===== src/rtl/decoder_stage_controller_if.sv =====
// ---------------------------------------------------------------------------
// decoder_stage_controller_if
//   Handshake and stage-broadcast bundle between the decode stage controller,
//   the host side (parameter/measurement/result handshakes) and the link/PU
//   array (odd/busy reductions, global stage broadcast).
//
//   Signals
//     param_load    host -> ctrl   request a parameter load
//     meas_valid    host -> ctrl   syndrome available
//     meas_ready    ctrl -> host   syndrome accept strobe
//     any_odd       array -> ctrl  OR of odd-cluster flags
//     any_busy      array -> ctrl  OR of merge-activity flags
//     result_ready  host -> ctrl   consumer accepts the result
//     result_valid  ctrl -> host   result valid
//     global_stage  ctrl -> array  current decode stage
//
//   Modports
//     master : the controller
//     slave  : host/array side (used by a testbench or wrapper)
// ---------------------------------------------------------------------------
interface decoder_stage_controller_if #(
    parameter int STAGE_WIDTH = 3
);
    logic                   param_load;
    logic                   meas_valid;
    logic                   meas_ready;
    logic                   any_odd;
    logic                   any_busy;
    logic                   result_ready;
    logic                   result_valid;
    logic [STAGE_WIDTH-1:0] global_stage;

    modport master (
        input  param_load, meas_valid, any_odd, any_busy, result_ready,
        output meas_ready, result_valid, global_stage
    );

    modport slave (
        output param_load, meas_valid, any_odd, any_busy, result_ready,
        input  meas_ready, result_valid, global_stage
    );
endinterface


===== src/rtl/decoder_stage_controller.sv =====
// ---------------------------------------------------------------------------
// decoder_stage_controller
//   Sequences one decode of the decoder array: parameter load, measurement
//   load, alternating merge/grow rounds until no odd cluster remains (or the
//   round limit is hit), peeling, then the result handshake. The registered
//   FSM state is broadcast as global_stage.
//
//   Ports
//     clk            clock
//     reset          synchronous, active-high reset
//     bus            decoder_stage_controller_if.master (handshakes + stage)
//     round_count    GROW stages executed in the current / last decode
//     params_loaded  parameters loaded since reset
//     round_overflow last decode hit MAX_ROUNDS with any_odd still high
//     merge_timeout  MERGE watchdog fired (optional feature)
//
//   Optional feature
//     STAGE_CTRL_MERGE_TIMEOUT_EN : MERGE watchdog of MERGE_TIMEOUT cycles.
//     When undefined MERGE waits indefinitely and merge_timeout is tied low.
//
//   Stages
//     state    | code | meaning
//     IDLE     |  0   | waiting for param_load or a measurement
//     PARAM    |  1   | weight/boundary shift chain load
//     MEAS     |  2   | syndrome load, links clear growth/error state
//     GROW     |  3   | clusters grow one step
//     MERGE    |  4   | clusters merge, wait for array quiet
//     PEEL     |  5   | peeling decoder, fixed duration
//     RESULT   |  6   | result_valid high until result_ready
//     ILLEGAL  |  7   | unreachable, recovers to IDLE
// ---------------------------------------------------------------------------
module decoder_stage_controller #(
    parameter int STAGE_WIDTH       = 3,
    parameter int PARAM_LOAD_CYCLES = 16,
    parameter int MERGE_MIN_CYCLES  = 2,
    parameter int PEEL_CYCLES       = 8,
    parameter int MAX_ROUNDS        = 15,
    parameter int ROUND_WIDTH       = 4,
    parameter int MERGE_TIMEOUT     = 255
) (
    input  logic                           clk,
    input  logic                           reset,
    decoder_stage_controller_if.master     bus,
    output logic [ROUND_WIDTH-1:0]         round_count,
    output logic                           params_loaded,
    output logic                           round_overflow,
    output logic                           merge_timeout
);

    // A zero minimum dwell still needs one MERGE cycle to sample any_busy.
    localparam int MERGE_MIN_EFF = (MERGE_MIN_CYCLES < 1) ? 1 : MERGE_MIN_CYCLES;

    // One shared down-counter serves every fixed-length stage; it is loaded
    // with (length - 1) on entry and the stage ends when it reads zero.
    localparam int TIMER_MAX_A = (PARAM_LOAD_CYCLES > PEEL_CYCLES) ? PARAM_LOAD_CYCLES : PEEL_CYCLES;
    localparam int TIMER_MAX   = (TIMER_MAX_A > MERGE_MIN_EFF) ? TIMER_MAX_A : MERGE_MIN_EFF;
    localparam int TIMER_WIDTH = (TIMER_MAX > 1) ? $clog2(TIMER_MAX) : 1;

    localparam logic [TIMER_WIDTH-1:0] PARAM_INIT = TIMER_WIDTH'(PARAM_LOAD_CYCLES - 1);
    localparam logic [TIMER_WIDTH-1:0] PEEL_INIT  = TIMER_WIDTH'(PEEL_CYCLES - 1);
    localparam logic [TIMER_WIDTH-1:0] MERGE_INIT = TIMER_WIDTH'(MERGE_MIN_EFF - 1);
    localparam logic [ROUND_WIDTH-1:0] ROUND_LIMIT = ROUND_WIDTH'(MAX_ROUNDS);

    if (((1 << ROUND_WIDTH) <= MAX_ROUNDS) || (MERGE_TIMEOUT < 1) ||
        (PARAM_LOAD_CYCLES < 1) || (PEEL_CYCLES < 1)) begin : g_bad_params
        $error("decoder_stage_controller: illegal parameter combination");
    end

    typedef enum logic [2:0] {
        S_IDLE    = 3'd0,
        S_PARAM   = 3'd1,
        S_MEAS    = 3'd2,
        S_GROW    = 3'd3,
        S_MERGE   = 3'd4,
        S_PEEL    = 3'd5,
        S_RESULT  = 3'd6,
        S_ILLEGAL = 3'd7
    } stage_t;

    stage_t                 state;
    logic [TIMER_WIDTH-1:0] timer;
    logic                   result_valid_q;
    logic                   watchdog_fire;

`ifdef STAGE_CTRL_MERGE_TIMEOUT_EN
    localparam int WD_WIDTH = (MERGE_TIMEOUT > 1) ? $clog2(MERGE_TIMEOUT) : 1;
    localparam logic [WD_WIDTH-1:0] WD_LAST = WD_WIDTH'(MERGE_TIMEOUT - 1);

    logic [WD_WIDTH-1:0] wd_count;

    // wd_count is the index of the current MERGE cycle; firing on the last
    // index makes the stage last exactly MERGE_TIMEOUT cycles.
    assign watchdog_fire = (state == S_MERGE) && bus.any_busy && (wd_count == WD_LAST);
`else
    assign watchdog_fire = 1'b0;
    assign merge_timeout = 1'b0;
`endif

    assign bus.global_stage = STAGE_WIDTH'(state);
    assign bus.result_valid = result_valid_q;

    // Accept strobe is combinational so the host sees it in the same cycle
    // the controller commits to MEASUREMENT_LOADING.
    assign bus.meas_ready = (state == S_IDLE) && !bus.param_load &&
                            bus.meas_valid && params_loaded;

    always_ff @(posedge clk) begin
        if (reset) begin
            state          <= S_IDLE;
            timer          <= '0;
            round_count    <= '0;
            params_loaded  <= 1'b0;
            round_overflow <= 1'b0;
            result_valid_q <= 1'b0;
`ifdef STAGE_CTRL_MERGE_TIMEOUT_EN
            merge_timeout  <= 1'b0;
            wd_count       <= '0;
`endif
        end else begin
`ifdef STAGE_CTRL_MERGE_TIMEOUT_EN
            if (state == S_MERGE) begin
                wd_count <= wd_count + 1'b1;
            end else begin
                wd_count <= '0;
            end
`endif
            case (state)
                S_IDLE: begin
                    if (bus.param_load) begin
                        state <= S_PARAM;
                        timer <= PARAM_INIT;
                    end else if (bus.meas_valid && params_loaded) begin
                        state <= S_MEAS;
                    end
                end

                S_PARAM: begin
                    if (timer == '0) begin
                        state         <= S_IDLE;
                        params_loaded <= 1'b1;
                    end else begin
                        timer <= timer - 1'b1;
                    end
                end

                S_MEAS: begin
                    round_count    <= '0;
                    round_overflow <= 1'b0;
`ifdef STAGE_CTRL_MERGE_TIMEOUT_EN
                    merge_timeout  <= 1'b0;
`endif
                    state          <= S_MERGE;
                    timer          <= MERGE_INIT;
                end

                S_MERGE: begin
                    if (watchdog_fire) begin
`ifdef STAGE_CTRL_MERGE_TIMEOUT_EN
                        merge_timeout <= 1'b1;
`endif
                        state <= S_PEEL;
                        timer <= PEEL_INIT;
                    end else if (timer != '0) begin
                        timer <= timer - 1'b1;
                    end else if (!bus.any_busy) begin
                        if (!bus.any_odd) begin
                            state <= S_PEEL;
                            timer <= PEEL_INIT;
                        end else if (round_count == ROUND_LIMIT) begin
                            round_overflow <= 1'b1;
                            state          <= S_PEEL;
                            timer          <= PEEL_INIT;
                        end else begin
                            state <= S_GROW;
                        end
                    end
                end

                S_GROW: begin
                    if (round_count != ROUND_LIMIT) begin
                        round_count <= round_count + 1'b1;
                    end
                    state <= S_MERGE;
                    timer <= MERGE_INIT;
                end

                S_PEEL: begin
                    if (timer == '0) begin
                        state          <= S_RESULT;
                        result_valid_q <= 1'b1;
                    end else begin
                        timer <= timer - 1'b1;
                    end
                end

                S_RESULT: begin
                    if (bus.result_ready) begin
                        state          <= S_IDLE;
                        result_valid_q <= 1'b0;
                    end
                end

                default: begin
                    state          <= S_IDLE;
                    result_valid_q <= 1'b0;
                end
            endcase
        end
    end

endmodule


===== src/flat_wrapper.sv =====
// flat-port wrapper written by rule: the top's interface ports become plain ports
module decoder_stage_controller_flat 
#(
    parameter int STAGE_WIDTH       = 3,
    parameter int PARAM_LOAD_CYCLES = 16,
    parameter int MERGE_MIN_CYCLES  = 2,
    parameter int PEEL_CYCLES       = 8,
    parameter int MAX_ROUNDS        = 15,
    parameter int ROUND_WIDTH       = 4,
    parameter int MERGE_TIMEOUT     = 255
)
  (clk, reset, round_count, params_loaded, round_overflow, merge_timeout, bus_param_load, bus_meas_valid, bus_any_odd, bus_any_busy, bus_result_ready, bus_meas_ready, bus_result_valid, bus_global_stage);
  decoder_stage_controller_if #(.STAGE_WIDTH(STAGE_WIDTH)) bus_i ();
  input  logic clk;
  input  logic reset;
  output logic [ROUND_WIDTH-1:0] round_count;
  output logic params_loaded;
  output logic round_overflow;
  output logic merge_timeout;
  input wire logic [$bits(bus_i.param_load)-1:0] bus_param_load;
  input wire logic [$bits(bus_i.meas_valid)-1:0] bus_meas_valid;
  input wire logic [$bits(bus_i.any_odd)-1:0] bus_any_odd;
  input wire logic [$bits(bus_i.any_busy)-1:0] bus_any_busy;
  input wire logic [$bits(bus_i.result_ready)-1:0] bus_result_ready;
  output wire logic [$bits(bus_i.meas_ready)-1:0] bus_meas_ready;
  output wire logic [$bits(bus_i.result_valid)-1:0] bus_result_valid;
  output wire logic [$bits(bus_i.global_stage)-1:0] bus_global_stage;
  assign bus_i.param_load = bus_param_load;
  assign bus_i.meas_valid = bus_meas_valid;
  assign bus_i.any_odd = bus_any_odd;
  assign bus_i.any_busy = bus_any_busy;
  assign bus_i.result_ready = bus_result_ready;
  assign bus_meas_ready = bus_i.meas_ready;
  assign bus_result_valid = bus_i.result_valid;
  assign bus_global_stage = bus_i.global_stage;
  decoder_stage_controller #(.STAGE_WIDTH(STAGE_WIDTH), .PARAM_LOAD_CYCLES(PARAM_LOAD_CYCLES), .MERGE_MIN_CYCLES(MERGE_MIN_CYCLES), .PEEL_CYCLES(PEEL_CYCLES), .MAX_ROUNDS(MAX_ROUNDS), .ROUND_WIDTH(ROUND_WIDTH), .MERGE_TIMEOUT(MERGE_TIMEOUT)) u_core (.clk(clk), .reset(reset), .bus(bus_i), .round_count(round_count), .params_loaded(params_loaded), .round_overflow(round_overflow), .merge_timeout(merge_timeout));
endmodule

===== config.mk =====
export PLATFORM = sky130hd
export DESIGN_NAME = decoder_stage_controller_flat
export DESIGN_NICKNAME = d
export VERILOG_FILES = /design/src/rtl/decoder_stage_controller_if.sv /design/src/rtl/decoder_stage_controller.sv /design/src/flat_wrapper.sv
export SDC_FILE = /design/constraint.sdc
export NUM_CORES = 1
export LEC_CHECK = 0
export ABC_CLOCK_PERIOD_IN_PS = 2100
export BUFFER_PORTS_ARGS = -buffer_cell sky130_fd_sc_hd__buf_2
export CORE_ASPECT_RATIO = 1.5
export CORE_UTILIZATION = 40
export CTS_BUF_LIST = sky130_fd_sc_hd__clkbuf_4 sky130_fd_sc_hd__clkbuf_8 sky130_fd_sc_hd__clkbuf_16
export CTS_CLUSTER_SIZE = 24
export DETAILED_ROUTE_END_ITERATION = 8
export PLACE_DENSITY = 0.62
export SLEW_MARGIN = 20
export SYNTH_ARGS = -nofsm -noshare
export SYNTH_HDL_FRONTEND = slang
export SYNTH_SLANG_ARGS = --single-unit

===== constraint.sdc =====
create_clock -name clk -period 2.1 [get_ports clk]
set_clock_uncertainty 0.1 [all_clocks]
set_input_delay 0.315 -clock clk [delete_from_list [all_inputs] [get_ports clk]]
set_output_delay 0.315 -clock clk [all_outputs]
set_load 0.05 [all_outputs]

==> out/qor.yml <==
status: "complete, no violations"
fmax_ghz: 0.539
yosysTopAreaCell: "dfxtp_1"
p_leak_nw: 0.410
num_io_pins: 19
start_util_pct: 42.0
critPathArrivalTime_ps: 1440
path_max_fanout: 14
diodes: 0
whs_ps: 139
grt_use_total_pct: 20.0
vias: 845
clockRootBuffer: "clkbuf_4"
area_growth_pct: 12.8
drive_above_1_share_pct: 23.4
num_rows: 20
cp-end-kind: "output pin"
hold_path.class: "in2reg"
dp_hpwl_mm: 1.50
powerDensity_nw_per_um2: 1390
core_area_um2: 2030
nNetsFinal: 134
place_congestion: 0.814
postCtsSetupBuffers: 0
ys_types: 38
cp-start-kind: "flop"
grt_start_max_net_pins: 17
synth-async-reset-ratio_pct: 0
drtIter0Drc: 22
utilization_pct: 47.4
cts_resized: 0
ant_nets: 0
synth_warnings: 0
cts_tree: "yes"
maxCapViolCount: 0
power_w: 0.00133
ys_top_cells_by_area: "dfxtp_1 33%, nor2_1 7.0%, nand2_1 5.3%"
fin_crit_ps: 1860
synth_flop_cell: "dfxtp_1"
num-fill-cells: 204
io_buffers: 17
max-clock-path-buffers: 2
ys_top_cells_by_count: "16 x nor2_1, 14 x dfxtp_1, 12 x nand2_1"
cts_hold_buf: 0
wirelength_mm: 2.01
final.period_utilization_pct: 88.4
insertion_delay_ps: 290
yosysSeqAreaShare_pct: 32.9
tns_ps: 0
drc: 0
setup_viol: 0
die_x_um: 39.7
worstSetupPathType: "reg2out"
clkTransAtPathRegs_ps: 100
gr-total-overflow: 0
synth_edf_count: 0
cts.sinks: 14
finalMaxSlewViolations: 0
hold_viol: 0
htreeDepth: 1
synth_top_area_share_pct: 32.9
numCtsBuffers: 3
grt_pass1_wl_mm: 3.27
syn_inst: 108
vdd_drop_max_uv: 649
cp.required_ps: 1680
antenna_found_initial: 0
die-area_um2: 2320
syn-cell-area_um2: 852
yosysMostFrequentCell: "nor2_1"
ys_seq_elements: 14
die_y_um: 58.5
drtPass1Iterations: 4
wire_per_inst_um: 13.8
grt_pass1_vias: 770
rsz0062_at_grt: "no"
syn-num-nets: 117
via_per_inst: 5.79
avgSynthCellArea_um2: 7.89
[cells in the final DEF, fill, tap and decap left out, drive strengths merged, types with 3 or more instances in the layout]
| cell type | Yosys | routed |
|---|---|---|
| buf | 5 | 19 |
| nor2 | 16 | 16 |
| dfxtp | 14 | 14 |
| nand2 | 12 | 12 |
| a21oi | 7 | 7 |
| inv | 5 | 5 |
| o21ai | 5 | 5 |
| clkbuf | 1 | 4 |
| a31oi | 3 | 3 |
| nor3 | 3 | 3 |
| nand3 | 3 | 3 |
[critical path: stages, from the launching register on]
cell and delay [ps]:
dfxtp_1 470, nor2_1 200, nand2_1 120, nor2_1 100, buf_2 260
[final timing paths]
check                             startpoint                         end  slack, ps  cells after the start
setup / recovery  u_core.bus.global_stage[2]              bus_meas_ready        240                      4
hold / removal              bus_result_ready  u_core.bus.global_stage[1]        140                      2
setup reg to reg             u_core.timer[0]             u_core.timer[3]        250                      7
hold reg to reg        u_core.round_overflow       u_core.round_overflow        380                      2
[layout make-up]
type,count,area (um^2),area share [%]
clock buffers,4,36.3,3.78
multi-input cells,82,497,51.7
repair buffers,19,100,10.4
inverters,5,18.8,1.95
well taps,22,27.5,2.86
flip-flops and latches,14,282,29.3
[layer usage]
layer	vias to the layer above	global-route usage [%]	share of wire, %
met1	394	22.5	43
li1	420	-	-
met4	0	11.3	2.8
met2	24	34.0	50
met5	-	0	0
met3	7	2.64	4.5
[sequential cells by signal (all words and copies together) (netlist names)]
signal / count
u_core.bus.global_stage: 3
u_core.bus.result_valid: 1
u_core.params_loaded: 1
u_core.round_count: 4
u_core.round_overflow: 1
u_core.timer: 4
[report_power, final]
group          switching (W)  internal [W]  leakage [nW]
clock network      0.0000995      0.000106        0.0210
logic               0.000445      0.000265         0.274
registers          0.0000861      0.000331         0.115
total               0.000630      0.000701         0.410
[stage by stage]
stage | setup slack (ps) | instances | instance area, um^2
2_1_floorplan | 25.0 | 108 | 853
6_report | 245 | 146 | 961
4_1_cts | 175 | 146 | 956
3_5_place_dp | 213 | 142 | 920
3_3_place_gp | 187 | 142 | 920
5_1_grt | 118 | 146 | 961
[cells by family after synthesis]
kind of cell             synth area share, %
AND/OR/NAND/NOR                         24.2
AO/OA/AOI/OAI                           28.0
flip-flops                              32.9
buffers and inverters                   9.40
XOR/XNOR                                2.06
adder cells (fa/ha/maj)                 2.94
other                                  0.440
No activity file was read; power rests on OpenSTA's default activity.
